[config.mk]
export PLATFORM = sky130hd
export DESIGN_NAME = crc32_dat48_frame_engine
export DESIGN_NICKNAME = d
export VERILOG_FILES = /design/src/rtl/crc32_dat48_frame_engine.sv
export SDC_FILE = /design/constraint.sdc
export NUM_CORES = 1
export LEC_CHECK = 0
export ABC_AREA = 0
export CAP_MARGIN = 5
export CORE_ASPECT_RATIO = 0.6
export CORE_UTILIZATION = 40
export DETAILED_ROUTE_END_ITERATION = 8
export PLACE_DENSITY = 0.64
export SYNTH_ARGS = -nofsm -noshare
export SYNTH_HDL_FRONTEND = slang
export SYNTH_SLANG_ARGS = --single-unit
[constraint.sdc]
create_clock -name CLK -period 6.59 [get_ports CLK]
set_input_delay 0.9885 -clock CLK [delete_from_list [all_inputs] [get_ports CLK]]
set_output_delay 0.9885 -clock CLK [all_outputs]
set_load 0.03 [all_outputs]
[src/rtl/crc32_dat48_frame_engine.sv]
// Frame-level CRC-32 engine (poly 0x04C11DB7, MSB-first) over 48-bit words with byte-serial tail.
// Optional expected-CRC compare enabled by defining CRC32_CHECK_EN.
module crc32_dat48_frame_engine #(
    parameter logic [31:0] INIT   = 32'hFFFFFFFF,
    parameter logic [31:0] XOROUT = 32'h00000000
) (
    input  logic        CLK,
    input  logic        RST,
    input  logic        IN_VALID,
    output logic        IN_READY,
    input  logic        IN_SOF,
    input  logic        IN_EOF,
    input  logic [2:0]  IN_BYTES,
    input  logic [47:0] IN_DATA,
    output logic        CRC_VALID,
    output logic [31:0] CRC_OUT,
    output logic        FRAME_ERR
`ifdef CRC32_CHECK_EN
    ,
    input  logic [31:0] EXP_CRC,
    output logic        CRC_ERR
`endif
);

    localparam logic [31:0] POLY = 32'h04C11DB7;

    typedef enum logic [1:0] {
        ST_IDLE = 2'd0,
        ST_RUN  = 2'd1,
        ST_TAIL = 2'd2
    } state_t;

    // Handshake: a word transfers on a rising edge where IN_VALID and IN_READY are both high;
    // upstream keeps IN_* stable while IN_VALID=1 and IN_READY=0.

    state_t      state_q, state_d;
    logic [31:0] crc_q, crc_d;
    logic [47:0] hold_q, hold_d;
    logic [2:0]  cnt_q, cnt_d;
    logic [31:0] out_q, out_d;
    logic        valid_q, valid_d;
    logic        ferr_q, ferr_d;
`ifdef CRC32_CHECK_EN
    logic [31:0] exp_q, exp_d;
    logic        cerr_q, cerr_d;
`endif

    logic        xfer;
    logic [31:0] crc_in;
    logic [31:0] full_next;
    logic [31:0] byte_next;
    logic [2:0]  nbytes;

    function automatic logic [31:0] crc_word48(input logic [31:0] c, input logic [47:0] d);
        logic [31:0] r;
        logic        fb;
        r = c;
        for (int i = 47; i >= 0; i--) begin
            fb = r[31] ^ d[i];
            r  = {r[30:0], 1'b0};
            if (fb) r = r ^ POLY;
        end
        return r;
    endfunction

    function automatic logic [31:0] crc_byte(input logic [31:0] c, input logic [7:0] d);
        logic [31:0] r;
        logic        fb;
        r = c;
        for (int i = 7; i >= 0; i--) begin
            fb = r[31] ^ d[i];
            r  = {r[30:0], 1'b0};
            if (fb) r = r ^ POLY;
        end
        return r;
    endfunction

    assign IN_READY  = (state_q != ST_TAIL) && !RST;
    assign xfer      = IN_VALID && IN_READY;
    assign crc_in    = IN_SOF ? INIT : crc_q;
    assign full_next = crc_word48(crc_in, IN_DATA);
    assign byte_next = crc_byte(crc_q, hold_q[47:40]);
    assign nbytes    = (IN_BYTES == 3'd0 || IN_BYTES == 3'd7) ? 3'd6 : IN_BYTES;

    always_comb begin
        state_d = state_q;
        crc_d   = crc_q;
        hold_d  = hold_q;
        cnt_d   = cnt_q;
        out_d   = out_q;
        valid_d = 1'b0;
        ferr_d  = 1'b0;
`ifdef CRC32_CHECK_EN
        exp_d   = exp_q;
        cerr_d  = 1'b0;
`endif
        case (state_q)
            ST_IDLE, ST_RUN: begin
                if (xfer) begin
                    if (state_q == ST_IDLE && !IN_SOF) begin
                        ferr_d = 1'b1;
                    end else begin
                        // SOF inside an open frame abandons it and restarts from INIT.
                        if (state_q == ST_RUN && IN_SOF) ferr_d = 1'b1;
                        if (!IN_EOF) begin
                            crc_d   = full_next;
                            state_d = ST_RUN;
                        end else begin
`ifdef CRC32_CHECK_EN
                            exp_d = EXP_CRC;
`endif
                            if (nbytes == 3'd6) begin
                                out_d   = full_next ^ XOROUT;
                                valid_d = 1'b1;
`ifdef CRC32_CHECK_EN
                                cerr_d  = (full_next ^ XOROUT) != EXP_CRC;
`endif
                                crc_d   = INIT;
                                state_d = ST_IDLE;
                            end else begin
                                hold_d  = IN_DATA;
                                cnt_d   = nbytes;
                                crc_d   = crc_in;
                                state_d = ST_TAIL;
                            end
                        end
                    end
                end
            end
            ST_TAIL: begin
                hold_d = {hold_q[39:0], 8'h00};
                cnt_d  = cnt_q - 3'd1;
                if (cnt_q == 3'd1) begin
                    out_d   = byte_next ^ XOROUT;
                    valid_d = 1'b1;
`ifdef CRC32_CHECK_EN
                    cerr_d  = (byte_next ^ XOROUT) != exp_q;
`endif
                    crc_d   = INIT;
                    state_d = ST_IDLE;
                end else begin
                    crc_d = byte_next;
                end
            end
            default: state_d = ST_IDLE;
        endcase
    end

    always_ff @(posedge CLK or posedge RST) begin
        if (RST) begin
            state_q <= ST_IDLE;
            crc_q   <= INIT;
            hold_q  <= 48'h0;
            cnt_q   <= 3'd0;
            out_q   <= 32'h0;
            valid_q <= 1'b0;
            ferr_q  <= 1'b0;
`ifdef CRC32_CHECK_EN
            exp_q   <= 32'h0;
            cerr_q  <= 1'b0;
`endif
        end else begin
            state_q <= state_d;
            crc_q   <= crc_d;
            hold_q  <= hold_d;
            cnt_q   <= cnt_d;
            out_q   <= out_d;
            valid_q <= valid_d;
            ferr_q  <= ferr_d;
`ifdef CRC32_CHECK_EN
            exp_q   <= exp_d;
            cerr_q  <= cerr_d;
`endif
        end
    end

    assign CRC_VALID = valid_q;
    assign CRC_OUT   = out_q;
    assign FRAME_ERR = ferr_q;
`ifdef CRC32_CHECK_EN
    assign CRC_ERR   = cerr_q;
`endif

endmodule

# Yosys cells after proc, flatten, opt, wreduce, memory -nomap -nowiden
# Cells that the tools add are included.
# word_totals
regBits,119
latchBits,0
ram_bits,0
romBits,0
input_bits,56
elab_cells,243
n_memories,0
# classes
add_sub_neg,1
mul,0
div_mod_pow,0
order_cmp,0
n_eq_ne,12
n_shift,0
mux,96
bitwise,112
reduce_logical,15
# ops
operator,count
2-to-1 mux 27 bit,56
inverter 14 bit,56
2-to-1 mux 32 bit,11
2-to-1 mux 48 bit,4
case mux 32 bit (2 select lines),2
case mux 48 bit (2 select lines),1
XOR 1 bit,56
2-to-1 mux 3 bit,5
"inequality test 2 bit, second input constant",7
2-to-1 mux 2 bit,5
2-to-1 mux 1 bit,9
"equality test 3 bit, second input constant",2
case mux 3 bit (2 select lines),1
AND reduction 3 bit,2
AND reduction 6 bit,1
AND reduction 5 bit,1
logical AND 1 bit,4
case mux 2 bit (2 select lines),1
"equality test 3 x 1 -> 1 bit, second input constant",1
zero test 3 bit,1
"subtractor 3 x 1 -> 3 bit, second input constant",1
"equality test 2 x 1 -> 1 bit, second input constant",1
"equality test 2 bit, second input constant",1
zero test 1 bit,2
5 further kinds,5

# Depth between registers and ports, before layout
# Gate-level depths: netlist (run 1).
# logic_depth
word_depth,102
mapped_depth,18
depth_no_buf,14

# Worst setup path after synthesis (run 1)
# No wires, ideal clock.
# synth_timing
path_type,input to register
from,input port IN_DATA[47]
to,register out_q[12] (netlist: CRC_OUT[12])
setup_time_ns,0.125
arrival_ns,5.554
required_ns,6.465
slack_ns,0.912
stages,14
path_buffers,1
cell_sequence,buf_4 -> xor2_2 -> xor2_2 -> xnor3_2 -> xnor3_2 -> xnor3_2 -> xnor3_2 -> xnor3_1 -> xnor3_2 -> xor2_4 -> xnor3_1 -> xor2_1 -> a21oi_1 -> mux2_2
# synth_between
elab_chain_cells,65
# synth_rtl
element,line_no,text
"start, declared",14,"input logic [47:0] IN_DATA,"
XOR 1 bit *,59,fb = r[31] ^ d[i];
2-to-1 mux 27 bit *,61,if (fb) r = r ^ POLY;
"XOR 1 bit, or another cell as far along",59,
2-to-1 mux 27 bit / inverter 14 bit (equally long branches) (2 in series),--,
inverter 14 bit (no line) / 2-to-1 mux 27 bit (equally long branches),--,
2-to-1 mux 27 bit / inverter 14 bit (equally long branches),--,
inverter 14 bit (no line) / 2-to-1 mux 27 bit (equally long branches),--,
"2-to-1 mux 27 bit, or another cell as far along",61,
[48 not listed],--,
2-to-1 mux 27 bit,61,
inverter 14 bit (no line),--,
2-to-1 mux 27 bit *,61,
2-to-1 mux 32 bit *,112,if (nbytes == 3'd6) begin
2-to-1 mux 32 bit *,105,if (!IN_EOF) begin
2-to-1 mux 32 bit *,100,if (state_q == ST_IDLE && !IN_SOF) begin
2-to-1 mux 32 bit *,99,if (xfer) begin
case mux 32 bit (2 select lines) *,97,case (state_q)
"end signal, assigned",167,out_q <= out_d;
"end, declared",40,"logic [31:0] out_q, out_d;"
# Every way passes the cells marked *; elsewhere a longest branch is shown, timed or not. The select of a mux whose other input is x is not followed.
# A chain may end at the register's enable or synchronous reset.

# Final worst setup path (run 1)
# Same ends and word-level chain as after synthesis.

==> qor.yml, run 1 <==
timing:
  maxSlewViolCount: 0
  setup_viol_count_final: 0
  tightestPinTransition_ns: 1.14
  min_period_over_period_pct: 93.7
  setup_tns_ns: 0
  finalCriticalPeriod_ns: 6.18
  finalHoldViolations: 0
  setup_ws_ns: 0.413
  clock.fmax_mhz: 162
  whs_ns: 0.480
  finClkSkew_ns: 0.0107
  slew_headroom_pct: 23.7
  rsz0062_at_grt: "no"
drt:
  dr.pass1.iters: 5
  routedWlPerCell_um: 22.5
  vias_per_cell: 5.35
  wl_met1_um: 17300
  drt_wl_total_um: 36300
  drtIter0Drc: 860
  maxUsedRoutingLayer: "met4"
  wl_met2_um: 14300
  postRouteAntennaNets: 0
  via_count: 8623
  post-route-drc-count: 0
  met3WireLength_um: 4430
floorplanning:
  core-area_sq_um: 28000
  die_area_sq_um: 29700
  ios: 91
  initial_core_util_pct: 41.4
  die_h_um: 134
  die-width_um: 222
  row_count: 47
final_layout:
  diodes: 0
  area_growth_pct: 19.9
  drive_gt1_share_pct: 15.6
  num-fill-cells: 2586
  fin_nets: 1291
synthesis:
  synth_async_sr_flop_share_pct: 100
  syn_area_per_cell_sq_um: 10.4
  ys_seq_area_share_pct: 26.1
  synth_fp_nets: 1177
  synth_most_common_cell: "xnor2_1"
  yosysWarnings: 0
  ys_ff_latch: 119
  synth_area_sq_um: 11600
  synth_commonest_cells: "xnor2_1 (269), xor2_1 (101), nand2_1 (96)"
  synth_edf_count: 0
  yosys_most_used_dff: "dfrtp_1"
  yosys.area.top_type: "xnor2_1"
  synth_top_area_share_pct: 20.3
  ys_top_cells_by_area: "xnor2_1 (20%), dfrtp_1 (19%), xnor3_1 (11%)"
  synthCells: 1119
  synth.distinct_cells: 49
clocking:
  postCtsHoldBufs: 0
  cts-resized-gates: 0
  post_cts_buffers: 0
  clk_pin_slew_worst_paths_ns: 0.06
  clk_path_buf_depth: 2
  clkSinkCount: 119
  cts-root-buf: "clkbuf_16"
  cts_buffers: 17
  insertion_delay_ns: 0.43
  tritoncts: "built"
  cts_max_level: 4
place:
  gp_congestion: 0.961
  dp_slack_ns: 0.00821
  io_buffers: 90
  dpl.hpwl_um: 28900
critical_path:
  critPathRequiredTime_ns: 6.90
  critPathSlowestCell: "xor3_2"
  crit_chain: "clkdlybuf4s50_1 -> xnor2_2 -> xor3_2 -> xnor3_2 -> xor3_1 -> buf_4 -> xnor3_1 -> xnor2_2 -> xnor2_4 -> xnor3_2 -> xor2_4 -> xnor3_1 -> xor2_1 -> a21oi_1 -> mux2_2"
  end_kind: "register"
  critPathMaxStageDelay_ns: 0.62
  startpoint_type: "primary input"
  cp_max_fo: 5
  setup.worst_path.class: "primary input to register"
  critPathArrivalTime_ns: 6.49
grt:
  antenna_found_initial: 0
  grt_usage_pct: 25.1
  overflow: 0
  grt_max_degree: 97
  grt_pass1_wl_um: 54800
  grt_pass1_vias: 8572
min_path:
  hp-class: "register to register"
flow_run:
  cap_violations: 0
status:
  outcome: "completed"
cells by family after synthesis:
kind of cell               after synthesis  share of synthesized area (%)
AOI/OAI and AO/OA                      178                           9.25
xor gates and xnor gates               491                           50.1
adders and majority gates                2                          0.216
buffers and inverters                   66                           2.42
DFF                                    119                           26.1
muxes                                   54                           4.77
and+or+nand+nor                        209                           7.14
final timing paths:
kind | to | from | slack, ns | cells past startpoint
min in group asynchronous | cnt_q[2] | RST | 1.04 | 2
worst max register to register | CRC_OUT[12] | crc_q[31] | 0.95 | 15
worst min register to register | hold_q[20] | hold_q[20] | 0.48 | 2
worst min-delay path | hold_q[20] | hold_q[20] | 0.48 | 2
worst max-delay path | CRC_OUT[12] | IN_DATA[47] | 0.41 | 15
max in group asynchronous | hold_q[1] | RST | 4.16 | 3
state kept, by name (all words and copies together), names as in the netlist:
signal,count
CRC_OUT,32
CRC_VALID,1
FRAME_ERR,1
cnt_q,3
crc_q,32
hold_q,48
state_q,2
through the flow:
step / area (sq um) / util (%) / cells
3_3_place_gp: 13200 / 47.3 / 1581
5_1_grt: 13900 / 49.6 / 1613
6_report: 13900 / 49.6 / 1613
2_1_floorplan: 11600 / - / 1119
4_1_cts: 13900 / 49.6 / 1613
3_5_place_dp: 13200 / 47.3 / 1581
routing by layer:
| metal | global-route usage, % | vias up |
|---|---|---|
| met2 | 33.7 | 356 |
| li1 | - | 3965 |
| met5 | 0 | - |
| met1 | 37.3 | 4283 |
| met3 | 10.4 | 19 |
| met4 | 4.75 | 0 |
worst max-delay path: cells and delay by family:
kind,cells,cell delay (ns)
mux,1,0.28
xor+xnor,11,4.32
compound gates,1,0.10
buf+inv,2,0.78
placed cells by master (no fill, tap or decap), types with 6 or more instances in the layout:
master / count
a21oi_1: 37
a31oi_1: 9
buf_4: 65
clkbuf_16: 17
clkdlybuf4s50_1: 90
dfrtp_1: 87
dfstp_2: 32
mux2_2: 10
mux2i_1: 44
nand2_1: 96
nand3_1: 7
nor2_1: 92
nor3_1: 6
o211ai_1: 7
o21a_1: 9
o21ai_0: 69
o221ai_1: 6
xnor2_1: 269
xnor2_2: 24
xnor3_1: 59
xnor3_2: 9
xor2_1: 101
xor2_2: 10
xor3_1: 13
final cells by class:
class	instances	area (sq um)	share of cell area [%]
repair buffers	156	1410	10.1
multi-input cells	934	8330	60.0
clock buffers	18	429	3.09
inverters	5	21.3	0.153
flip-flops and latches	119	3020	21.7
clock inverters	14	223	1.60
well taps	367	459	3.31
Power of run 1 is left out: the tool's default activity adds up to more than one toggle a clock period on the data nets, which glitch-free logic cannot reach.
==> run 2: changes to the inputs <==
- TNS_END_PERCENT: not set -> 30
==> results of run 2 <==
The final DEF is identical to that of run 1; final timing and power are the same.
Power of run 2 is left out for the same reason.
